**config.mk**
```make
export PLATFORM = sky130hd
export DESIGN_NAME = seg_scan
export DESIGN_NICKNAME = d
export VERILOG_FILES = /design/src/rtl/seg_scan.sv
export SDC_FILE = /design/constraint.sdc
export NUM_CORES = 1
export LEC_CHECK = 0
export ABC_AREA = 0
export CORE_MARGIN = 8
export CORE_UTILIZATION = 30
export CTS_CLUSTER_DIAMETER = 120
export CTS_CLUSTER_SIZE = 16
export DETAILED_ROUTE_END_ITERATION = 10
export DONT_BUFFER_PORTS = 1
export PLACE_DENSITY = 0.46
export RECOVER_POWER = 100
export SYNTH_ARGS = -nofsm -noshare
export SYNTH_HDL_FRONTEND = slang
export SYNTH_SLANG_ARGS = --single-unit
export TNS_END_PERCENT = 1
```
**constraint.sdc**
```tcl
create_clock -name clk -period 6.6 [get_ports clk]
set_clock_uncertainty 0.1 [all_clocks]
set_input_delay 1.98 -clock clk [delete_from_list [all_inputs] [get_ports clk]]
set_output_delay 1.98 -clock clk [all_outputs]
set_load 0.05 [all_outputs]
```
**src/rtl/seg_scan.sv**
```systemverilog
// rtl/seg_scan.sv - multi-digit time-multiplexed scan driver feeding seg_dec
module seg_scan #(
  parameter int DIGITS    = 4,
  parameter int SCAN_DIV  = 50000,
  parameter int BLANK_CYC = 16
) (
  input  logic                clk,
  input  logic                rst,
  input  logic                load,
  input  logic [4*DIGITS-1:0] din,
  input  logic                lz_en,
  output logic [3:0]          num,
  output logic [DIGITS-1:0]   dig_sel,
  output logic                frame_done
);

  localparam int IW   = (DIGITS > 1) ? $clog2(DIGITS) : 1;
  localparam int CMAX = (SCAN_DIV > BLANK_CYC) ? SCAN_DIV : BLANK_CYC;
  localparam int CW   = (CMAX > 1) ? $clog2(CMAX) : 1;

  localparam logic [IW-1:0] LAST_IDX   = IW'(DIGITS - 1);
  localparam logic [CW-1:0] SHOW_LOAD  = CW'(SCAN_DIV - 1);
  localparam logic [CW-1:0] BLANK_LOAD = CW'(BLANK_CYC - 1);

  typedef enum logic {ST_SHOW, ST_BLANK} state_t;

  state_t              state_q, state_d;
  logic [IW-1:0]       idx_q, idx_d;
  logic [CW-1:0]       cnt_q, cnt_d;
  logic [4*DIGITS-1:0] shadow_q, shadow_d;
  logic [4*DIGITS-1:0] disp_q, disp_d;
  logic                pending_q, pending_d;
  logic [3:0]          num_q, num_d;
  logic [DIGITS-1:0]   dig_sel_q, dig_sel_d;
  logic                frame_done_q, frame_done_d;
  logic                boundary;

  function automatic logic [IW-1:0] next_idx(input logic [IW-1:0] i);
    return (i == LAST_IDX) ? '0 : i + 1'b1;
  endfunction

  function automatic logic [3:0] nibble(input logic [4*DIGITS-1:0] v, input logic [IW-1:0] i);
    logic [3:0] r;
    r = '0;
    for (int k = 0; k < DIGITS; k++) begin
      if (i == IW'(k)) r = v[4*k +: 4];
    end
    return r;
  endfunction

  function automatic logic [DIGITS-1:0] one_hot(input logic [IW-1:0] i);
    logic [DIGITS-1:0] r;
    r = '0;
    for (int k = 0; k < DIGITS; k++) begin
      r[k] = (i == IW'(k));
    end
    return r;
  endfunction

  // A digit above 0 goes dark only when it and every more significant nibble are zero.
  function automatic logic digit_lit(input logic [4*DIGITS-1:0] v, input logic [IW-1:0] i,
                                     input logic lz);
    logic upper_nz;
    upper_nz = 1'b0;
    for (int k = 0; k < DIGITS; k++) begin
      if (IW'(k) >= i) upper_nz = upper_nz | (v[4*k +: 4] != 4'd0);
    end
    return !lz || (i == '0) || upper_nz;
  endfunction

  // Next-state logic: slot sequencing, double-buffer commit and registered output values.
  always_comb begin
    state_d   = state_q;
    idx_d     = idx_q;
    cnt_d     = cnt_q - 1'b1;
    shadow_d  = shadow_q;
    disp_d    = disp_q;
    pending_d = pending_q | load;
    boundary  = (state_q == ST_BLANK) && (cnt_q == '0) && (idx_q == LAST_IDX);

    if (cnt_q == '0) begin
      if (state_q == ST_SHOW) begin
        state_d = ST_BLANK;
        cnt_d   = BLANK_LOAD;
      end else begin
        state_d = ST_SHOW;
        idx_d   = next_idx(idx_q);
        cnt_d   = SHOW_LOAD;
      end
    end

    if (load) shadow_d = din;

    // Commit takes the shadow as it stood before this edge; a same-cycle load stays pending.
    if (boundary && pending_q) begin
      disp_d    = shadow_q;
      pending_d = load;
    end

    // During BLANK the next digit's nibble is presented early so the decoder settles.
    if (state_d == ST_SHOW) begin
      num_d     = nibble(disp_d, idx_d);
      dig_sel_d = digit_lit(disp_d, idx_d, lz_en) ? one_hot(idx_d) : '0;
    end else begin
      num_d     = nibble(disp_d, next_idx(idx_d));
      dig_sel_d = '0;
    end
    frame_done_d = boundary;
  end

  // State and output registers with synchronous reset.
  always_ff @(posedge clk) begin
    if (rst) begin
      state_q      <= ST_BLANK;
      idx_q        <= LAST_IDX;
      cnt_q        <= BLANK_LOAD;
      shadow_q     <= '0;
      disp_q       <= '0;
      pending_q    <= 1'b0;
      num_q        <= '0;
      dig_sel_q    <= '0;
      frame_done_q <= 1'b0;
    end else begin
      state_q      <= state_d;
      idx_q        <= idx_d;
      cnt_q        <= cnt_d;
      shadow_q     <= shadow_d;
      disp_q       <= disp_d;
      pending_q    <= pending_d;
      num_q        <= num_d;
      dig_sel_q    <= dig_sel_d;
      frame_done_q <= frame_done_d;
    end
  end

  assign num        = num_q;
  assign dig_sel    = dig_sel_q;
  assign frame_done = frame_done_q;

endmodule

```
# Word level (Yosys, flattened, before mapping)
# Index checks and enable logic that the tools add are counted.
totals:
  ff_bits: 61
  output_inout_bits: 9
op_classes:
  n_reduce_logical: 14
  order_cmp: 4
  mux: 27
  bitwise: 5
  n_eq_ne: 7
  n_addsub: 3
ops:
  columns: ["op", "n"]
  rows:
  - ["$mux 16", 3]
  - ["$mux 4", 9]
  - ["$logic_not 16->1", 1]
  - ["$reduce_bool 4->1", 4]
  - ["$sub 16x1->16 const B", 1]
  - ["$mux 1", 11]
  - ["$eq 2x2->1 const B", 5]
  - ["$mux 2", 4]
  - ["$add 2x1->2 const B", 2]
  - ["$eq 2x1->1 const B", 2]
  - ["$ge 1x2->1 const A", 2]
  - ["$ge 2x2->1 const A", 2]
  - ["$logic_not 2->1", 2]
  - ["$or 1x1->1", 4]
  - ["$logic_and 1x1->1", 3]
  - ["$reduce_or 3->1", 1]
  - ["$logic_or 1x1->1", 2]
  - ["$logic_not 1->1", 1]
  - ["$not 1->1", 1]

# Longest topological paths before layout
# Gate-level depths: netlist of run 1.
depth:
  depth_word: 20
  mapped_depth: 12
  depth_no_buf: 11

# Worst setup path after synthesis of run 1
# OpenSTA, ideal clock, no wires.
synth_timing:
  path_type: "input port to flip-flop"
  start: "in load"
  end: "reg shadow_q[0]"
  n_path_buf: 2
  stages: 4
  required_ns: 6.372
  arrival_ns: 3.062
  path_slack_ns: 3.310
  path_cell_list: "clkbuf_1 > clkbuf_1 > mux2i_1 > nor2_1"
synth_rtl:
  columns: ["item", "line", "text"]
  rows:
  - ["start: declaration", "9", "input logic load,"]
  - ["end signal: assignment", "127", "shadow_q <= shadow_d;"]
  - ["end: declaration", "30", "logic [4*DIGITS-1:0] shadow_q, shadow_d;"]

# Final worst setup path of run 1
layout_timing:
  start: "reg cnt_q[6]"
  end: "reg num_q[0] (netlist: num[0])"
layout_via:
  elab_chain_cells: 10
layout_lines:
  columns: ["item", "line", "text"]
  rows:
  - ["start: declaration", "29", "logic [CW-1:0] cnt_q, cnt_d;"]
  - ["start signal: assignment", "126", "cnt_q <= cnt_d;"]
  - ["$logic_not 16->1 *", "79, 81", null]
  - ["$mux 2 or $logic_and 1x1->1 (tied branches)", "81, 79", null]
  - ["$add 2x1->2 (tied with other cells)", "39", "return (i == LAST_IDX) ? '0 : i + 1'b1;"]
  - ["$mux 2 or $logic_and 1x1->1 (tied branches)", "39, 95", null]
  - ["$logic_not 2->1 or $mux 16 (tied branches)", "46, 95", null]
  - ["$mux 4 (4 in series)", "46", "if (i == IW'(k)) r = v[4*k +: 4];"]
  - ["$mux 4 *", "101", "if (state_d == ST_SHOW) begin"]
  - ["end signal: assignment", "130", "num_q <= num_d;"]
  - ["end: declaration", "33", "logic [3:0] num_q, num_d;"]
# Mark *: on every way between the ends. The rest lies on a longest branch, timed or not.
# A chain may end at the register's enable or synchronous reset.

==> metrics.cfg, run 1 <==
[run_status]
outcome = finished clean

[setup_path]
reg2reg_slack_ps = 1950
startpoint = cnt_q[6]
r2r_end = num[0]
cp_max_fo = 18
max_stage_delay_ps = 850
endpoint_kind = flop
path_cells = nor4_1 -> nand2_1 -> nor4_1 -> ha_1 -> nand3_1 -> mux2i_1 -> mux2i_1 -> o22a_1 -> mux2i_1 -> o311ai_0
worstSetupPathType = flop to flop
worstSetupStartpointType = flop
critPathMostFrequentCell = mux2i_1
required_ps = 6690
rr_startpoint = cnt_q[6]
crit_path_top_delay_cell = nor4_1
rr_worst_depth = 10
crit_end = num[0]
cp.arrival_ps = 4740

[place]
dp_hpwl_um = 4650
gp_congestion = 0.767
place_worst_setup_slack_ps = 2480
placedCellCount = 390
place.port_buffers = 0

[synthesis]
synth_area_per_cell_um2 = 9.57
synthArstFlopShare_pct = 0
ys_seq_area_share_pct = 44.0
synth_cells = 290
synth.distinct_cells = 47
ys_seq_elements = 61
synthesis.area_mm2 = 0.00278
synth_nets = 314
yosys_warnings = 0
synth_ff_type = dfxtp_1
synth_edf_count = 0

[global_routing]
grt_pass1_vias = 2110
antenna_found_initial = 0
grt_pass1_wl_um = 10800
grt_max_degree = 44
grt_usage_pct = 10.9
overflow = 0

[timing]
tightest_slew_ps = 1130
maxSlewViolCount = 0
setup_tns_ps = 0
final_hold_viol_count = 0
rsz0062_at_grt = false
clock.fmax_mhz = 215
min_period_over_period_pct = 70.5
setup_ws_ps = 1950
setup_viol = 0
max-slew-margin-rel_pct = 24.8
fin_crit_ps = 4650

[clocking]
cts.sinks = 61
cts_resized = 0
clk_latency_ps = 350
cts_buffers = 9
cts_tree = done
cts_buffer_depth = 2
ctsRootBufferMaster = clkbuf_8
postCtsSetupRepairBufs = 0
clkTransAtPathRegs_ps = 80
ctsHoldBuffers = 0
cts_max_level = 3

[final_layout]
stdcell_count = 406
nNetsFinal = 314
diodes = 0
drive_gt1_share_pct = 7.80
utilization_pct = 33.4
synthToLayoutAreaGrowth_pct = 9.65

[routing]
viasPerCell = 5.06
drc = 0
post_drt_wl_per_cell_um = 15.8
wirelength_um = 6440
dr.pass1.iters = 4
vias = 2053
antenna_left = 0
drt_first_iter_violations = 104

[floorplan]
rows = 35
initial_utilization_pct = 30.5
die_w_um = 112
dieArea_mm2 = 0.0126
coreArea_mm2 = 0.00911
die_h_um = 112
ioPinCount = 29

[hold_path]
hp-class = flop to flop
hp-start = cnt_q[0]

[power_and_ir_drop]
ir_worst_vdd_mv = 0.0944
powerDensity_mw_per_mm2 = 245
leakage_uw = 0.00135

[job]
maxCapViolations = 0

==> per-stage QoR <==
step	area (um2)	hold WS [ps]	power, uW
after global routing	3040	313	775
after global placement	2860	281	409
after floorplan	2780	266	410
after detailed placement	2860	285	409
final	3040	299	746
after CTS	3070	302	758
==> cell usage after synthesis (3+ instances only) <==
master    instances  area [um2]
dfxtp_1          61        1220
nor2_1           48         180
mux2i_1          42         420
nand2_1          29         109
xnor2_1           8        70.1
nand3_1           6        30.0
nor4_1            6        37.5
o21ai_0           6        30.0
xor2_1            6        52.6
a21oi_1           5        25.0
inv_1             5        18.8
nand4_1           5        31.3
buf_2             4        20.0
clkbuf_1          4        15.0
ha_1              4        50.1
o22a_1            4        35.0
or3_1             4        25.0
nand2b_1          3        18.8
nor3_1            3        15.0
nor4_2            3        37.5
or4_1             3        22.5
==> worst max-delay path, delay by kind of cell (launching register included) <==
family	cells	cell delay, ps
adder cells (fa/ha/maj)	1	300
flip-flops	1	360
multiplexers	3	990
AND/OR/NAND/NOR	4	2350
AO/OA/AOI/OAI	2	410
==> layout by cell type (no fill, tap or decap), types with 2 or more instances in the layout <==
cell / instances
o22a_1: 4
o21ai_0: 6
clkinvlp_4: 2
nor4_1: 9
xor2_1: 6
nor2_1: 48
nand4_1: 5
mux2i_1: 42
a21oi_1: 5
nand2b_1: 3
clkbuf_8: 11
or3_1: 4
or4_1: 3
ha_1: 4
inv_1: 5
nand2_1: 29
dfxtp_1: 61
nand3_1: 6
o311ai_0: 2
xnor2_1: 8
a32oi_1: 2
nor3_1: 3
nor2b_1: 2
==> cell families (layout without fill, tap and decap cells) <==
group | after synthesis | in the layout | share of synthesized area, %
simple gates | 119 | 119 | 22.2
flops | 61 | 61 | 44.0
mux | 44 | 44 | 16.5
compound gates | 30 | 30 | 7.76
buf+inv | 17 | 22 | 2.75
xor+xnor | 15 | 15 | 5.00
fa+ha+maj | 4 | 4 | 1.80
==> area by class of cell <==
type | instances | area, um2
well taps | 111 | 139
clock inverters | 5 | 58.8
fillers | 950 | 6070
multi-input cells | 212 | 1450
flip-flops and latches | 61 | 1220
inverters | 6 | 22.5
clock buffers | 11 | 151
==> sequential cells by signal, indices dropped and copies added, names as in the netlist <==
register and count:
idx_q 2, frame_done 1, dig_sel 4, num 4, state_q 1, pending_q 1
shadow_q 16, cnt_q 16, disp_q 16
==> worst min path at each step <==
stage | endpoint | slack [ps] | cells after the start
finish | cnt_q[0] | 300 | 1
global route | cnt_q[0] | 310 | 1
global placement | cnt_q[0] | 280 | 1
CTS | cnt_q[0] | 300 | 1
floorplan | cnt_q[0] | 270 | 1
detailed placement | cnt_q[0] | 290 | 1
==> report_power, final <==
group | switching, uW | internal [uW]
clock network | 151 | 195
logic | 8.50 | 10.1
registers | 6.03 | 376
total | 165 | 581
==> layer usage <==
metal / up-vias / wire (um) / GRT usage, % / part of all wire, %
li1: 1033 / - / - / -
met1: 977 / 2920 / 12.5 / 45
met2: 31 / 3080 / 17.7 / 48
met3: 12 / 313 / 4.13 / 4.9
met4: 0 / 121 / 4.95 / 1.9
met5: - / 0 / 0 / 0
Note: power is estimated with default switching activity, not from simulation.
==> inputs of run 2 (changes only) <==
clock period = 4.8 ns   (was 6.6 ns; I/O delays follow)
==> metrics.cfg, run 2 (synthesized netlist as in run 1, its figures left out) <==
[run_status]
outcome = finished clean

[clocking]
postCtsSetupRepairBufs = 0  ; unchanged
cts_buffer_depth = 2  ; unchanged
cts.sinks = 61  ; unchanged
cts_buffers = 9  ; unchanged
cts_max_level = 3  ; unchanged
ctsRootBufferMaster = clkbuf_8
clk_latency_ps = 350  ; about the same
cts_resized = 0  ; unchanged
cts_tree = done
ctsHoldBuffers = 0  ; unchanged
clkTransAtPathRegs_ps = 70  ; about the same

[place]
place.port_buffers = 0  ; unchanged
place_area_mm2 = 0.00287  ; +0.26%
gp_congestion = 0.760  ; -0.87%
place_worst_setup_slack_ps = 1400  ; -1070 ps
dp_hpwl_um = 4640  ; -0.38%

[timing]
clock.fmax_mhz = 264  ; +23%
setup_tns_ps = 0  ; unchanged
max-slew-margin-rel_pct = 39.9  ; +15 points
rsz0062_at_grt = false
fin_crit_ps = 3780  ; -869 ps
setup_ws_ps = 1020  ; -931 ps
final_hold_viol_count = 0  ; unchanged
holdWs_ps = 300  ; +1.08 ps
min_period_over_period_pct = 78.8  ; +8.3 points
setup_viol = 0  ; unchanged
maxSlewViolCount = 0  ; unchanged
tightest_slew_ps = 893  ; -232 ps

[routing]
vias = 2076  ; +1.1%
dr.pass1.iters = 4  ; unchanged
antenna_left = 0  ; unchanged
wl_met1_um = 3010  ; +3.1%
wl_met3_um = 304  ; -2.9%
drt_first_iter_violations = 131  ; +26%
routed.top_layer = met4
met2WireLength_um = 2970  ; -3.6%
drc = 0  ; unchanged
post_drt_wl_per_cell_um = 15.9  ; +0.16%
viasPerCell = 5.10  ; +0.87%
wirelength_um = 6460  ; +0.40%

[setup_path]
worstSetupStartpointType = flop
worstSetupPathType = flop to flop
crit_path_top_delay_cell = nor4_1
max_stage_delay_ps = 790  ; -60 ps
cp_max_fo = 18  ; unchanged
path_cells = nor4_1 -> nand2_1 -> nor4_2 -> ha_1 -> nand3_1 -> buf_4 -> mux2i_1 -> mux2i_1 -> o22a_1 -> mux2i_1 -> o311ai_0
required_ps = 4880  ; -1810 ps
critPathMostFrequentCell = mux2i_1
cp.arrival_ps = 3860  ; -880 ps
endpoint_kind = flop

[power_and_ir_drop]
powerDensity_mw_per_mm2 = 320  ; +31%
leakage_uw = 0.00135  ; about the same
ir_worst_vdd_mv = 0.202  ; +110%

[final_layout]
nNetsFinal = 315  ; +0.32%
final_design_area_no_fill_mm2 = 0.00304  ; -0.12%
synthToLayoutAreaGrowth_pct = 9.51
drive_gt1_share_pct = 8.78  ; +0.99 points
diodes = 0  ; unchanged
final_common_cell = dfxtp_1
top_regs = cnt_q x16, disp_q x16, shadow_q x16
final_cell_mix = 61 x dfxtp_1, 48 x nor2_1, 42 x mux2i_1

[job]
maxCapViolations = 0  ; unchanged

[floorplan]
ioPinCount = 29  ; unchanged
initial_utilization_pct = 30.5  ; unchanged
rows = 35  ; unchanged
coreArea_mm2 = 0.00911  ; unchanged
dieArea_mm2 = 0.0126  ; unchanged
die_h_um = 112  ; unchanged
die_w_um = 112  ; unchanged

[hold_path]
hp-class = flop to flop

[global_routing]
grt_pass1_vias = 2096  ; -0.66%
grt_max_degree = 44  ; unchanged
grt_usage_pct = 10.8  ; -0.14 points
overflow = 0  ; unchanged
grt_pass1_wl_um = 10700  ; -1.2%
antenna_found_initial = 0  ; unchanged

## run 2: critical path, delay by kind of cell (launching register included)
kind	cells	cell delay, ps
and+or+nand+nor	4	1510
muxes	3	710
AOI/OAI and AO/OA	2	420
DFF	1	360
adders and majority gates	1	270
buffers and inverters	1	230
## run 2: report_power, final
group / internal, uW / switching (uW) / total [uW]
Combinational: 13.9 / 11.8 / 25.6
Clock: 205 / 218 / 423
Sequential: 517 / 8.17 / 525
## run 2: path summary, 6_finish.rpt
| check | slack [ps] | to | startpoint | depth (start not counted) |
|---|---|---|---|---|
| worst max-delay path | 1020 | num[0] | cnt_q[6] | 11 |
| worst min-delay path | 300 | cnt_q[0] | cnt_q[0] | 1 |
| worst max register to register | 1020 | num[0] | cnt_q[6] | 11 |
| worst min register to register | 300 | cnt_q[0] | cnt_q[0] | 1 |
## run 2: metal layers
| layer | up-vias | track usage, % |
|---|---|---|
| met5 | - | 0 |
| met4 | 0 | 6.21 |
| met3 | 14 | 3.76 |
| met2 | 40 | 17.1 |
| met1 | 987 | 12.3 |
| li1 | 1035 | - |
## run 2: cell type report
cell class / count / area, um2
clock buffer: 10 / 138
clock inverter: 6 / 48.8
fill: 973 / 6070
inverter: 6 / 22.5
multi-input combinational: 212 / 1460
sequential: 61 / 1220
tap: 111 / 139
timing repair buffer: 1 / 7.51
## run 2: through the flow
| stage | std cells | power, uW | util, % |
|---|---|---|---|
| floorplan | 290 | 563 | - |
| global placement | 391 | 562 | 31.5 |
| detailed placement | 391 | 563 | 31.5 |
| CTS | 407 | 990 | 33.5 |
| global route | 407 | 1010 | 33.4 |
| finish | 407 | 973 | 33.4 |
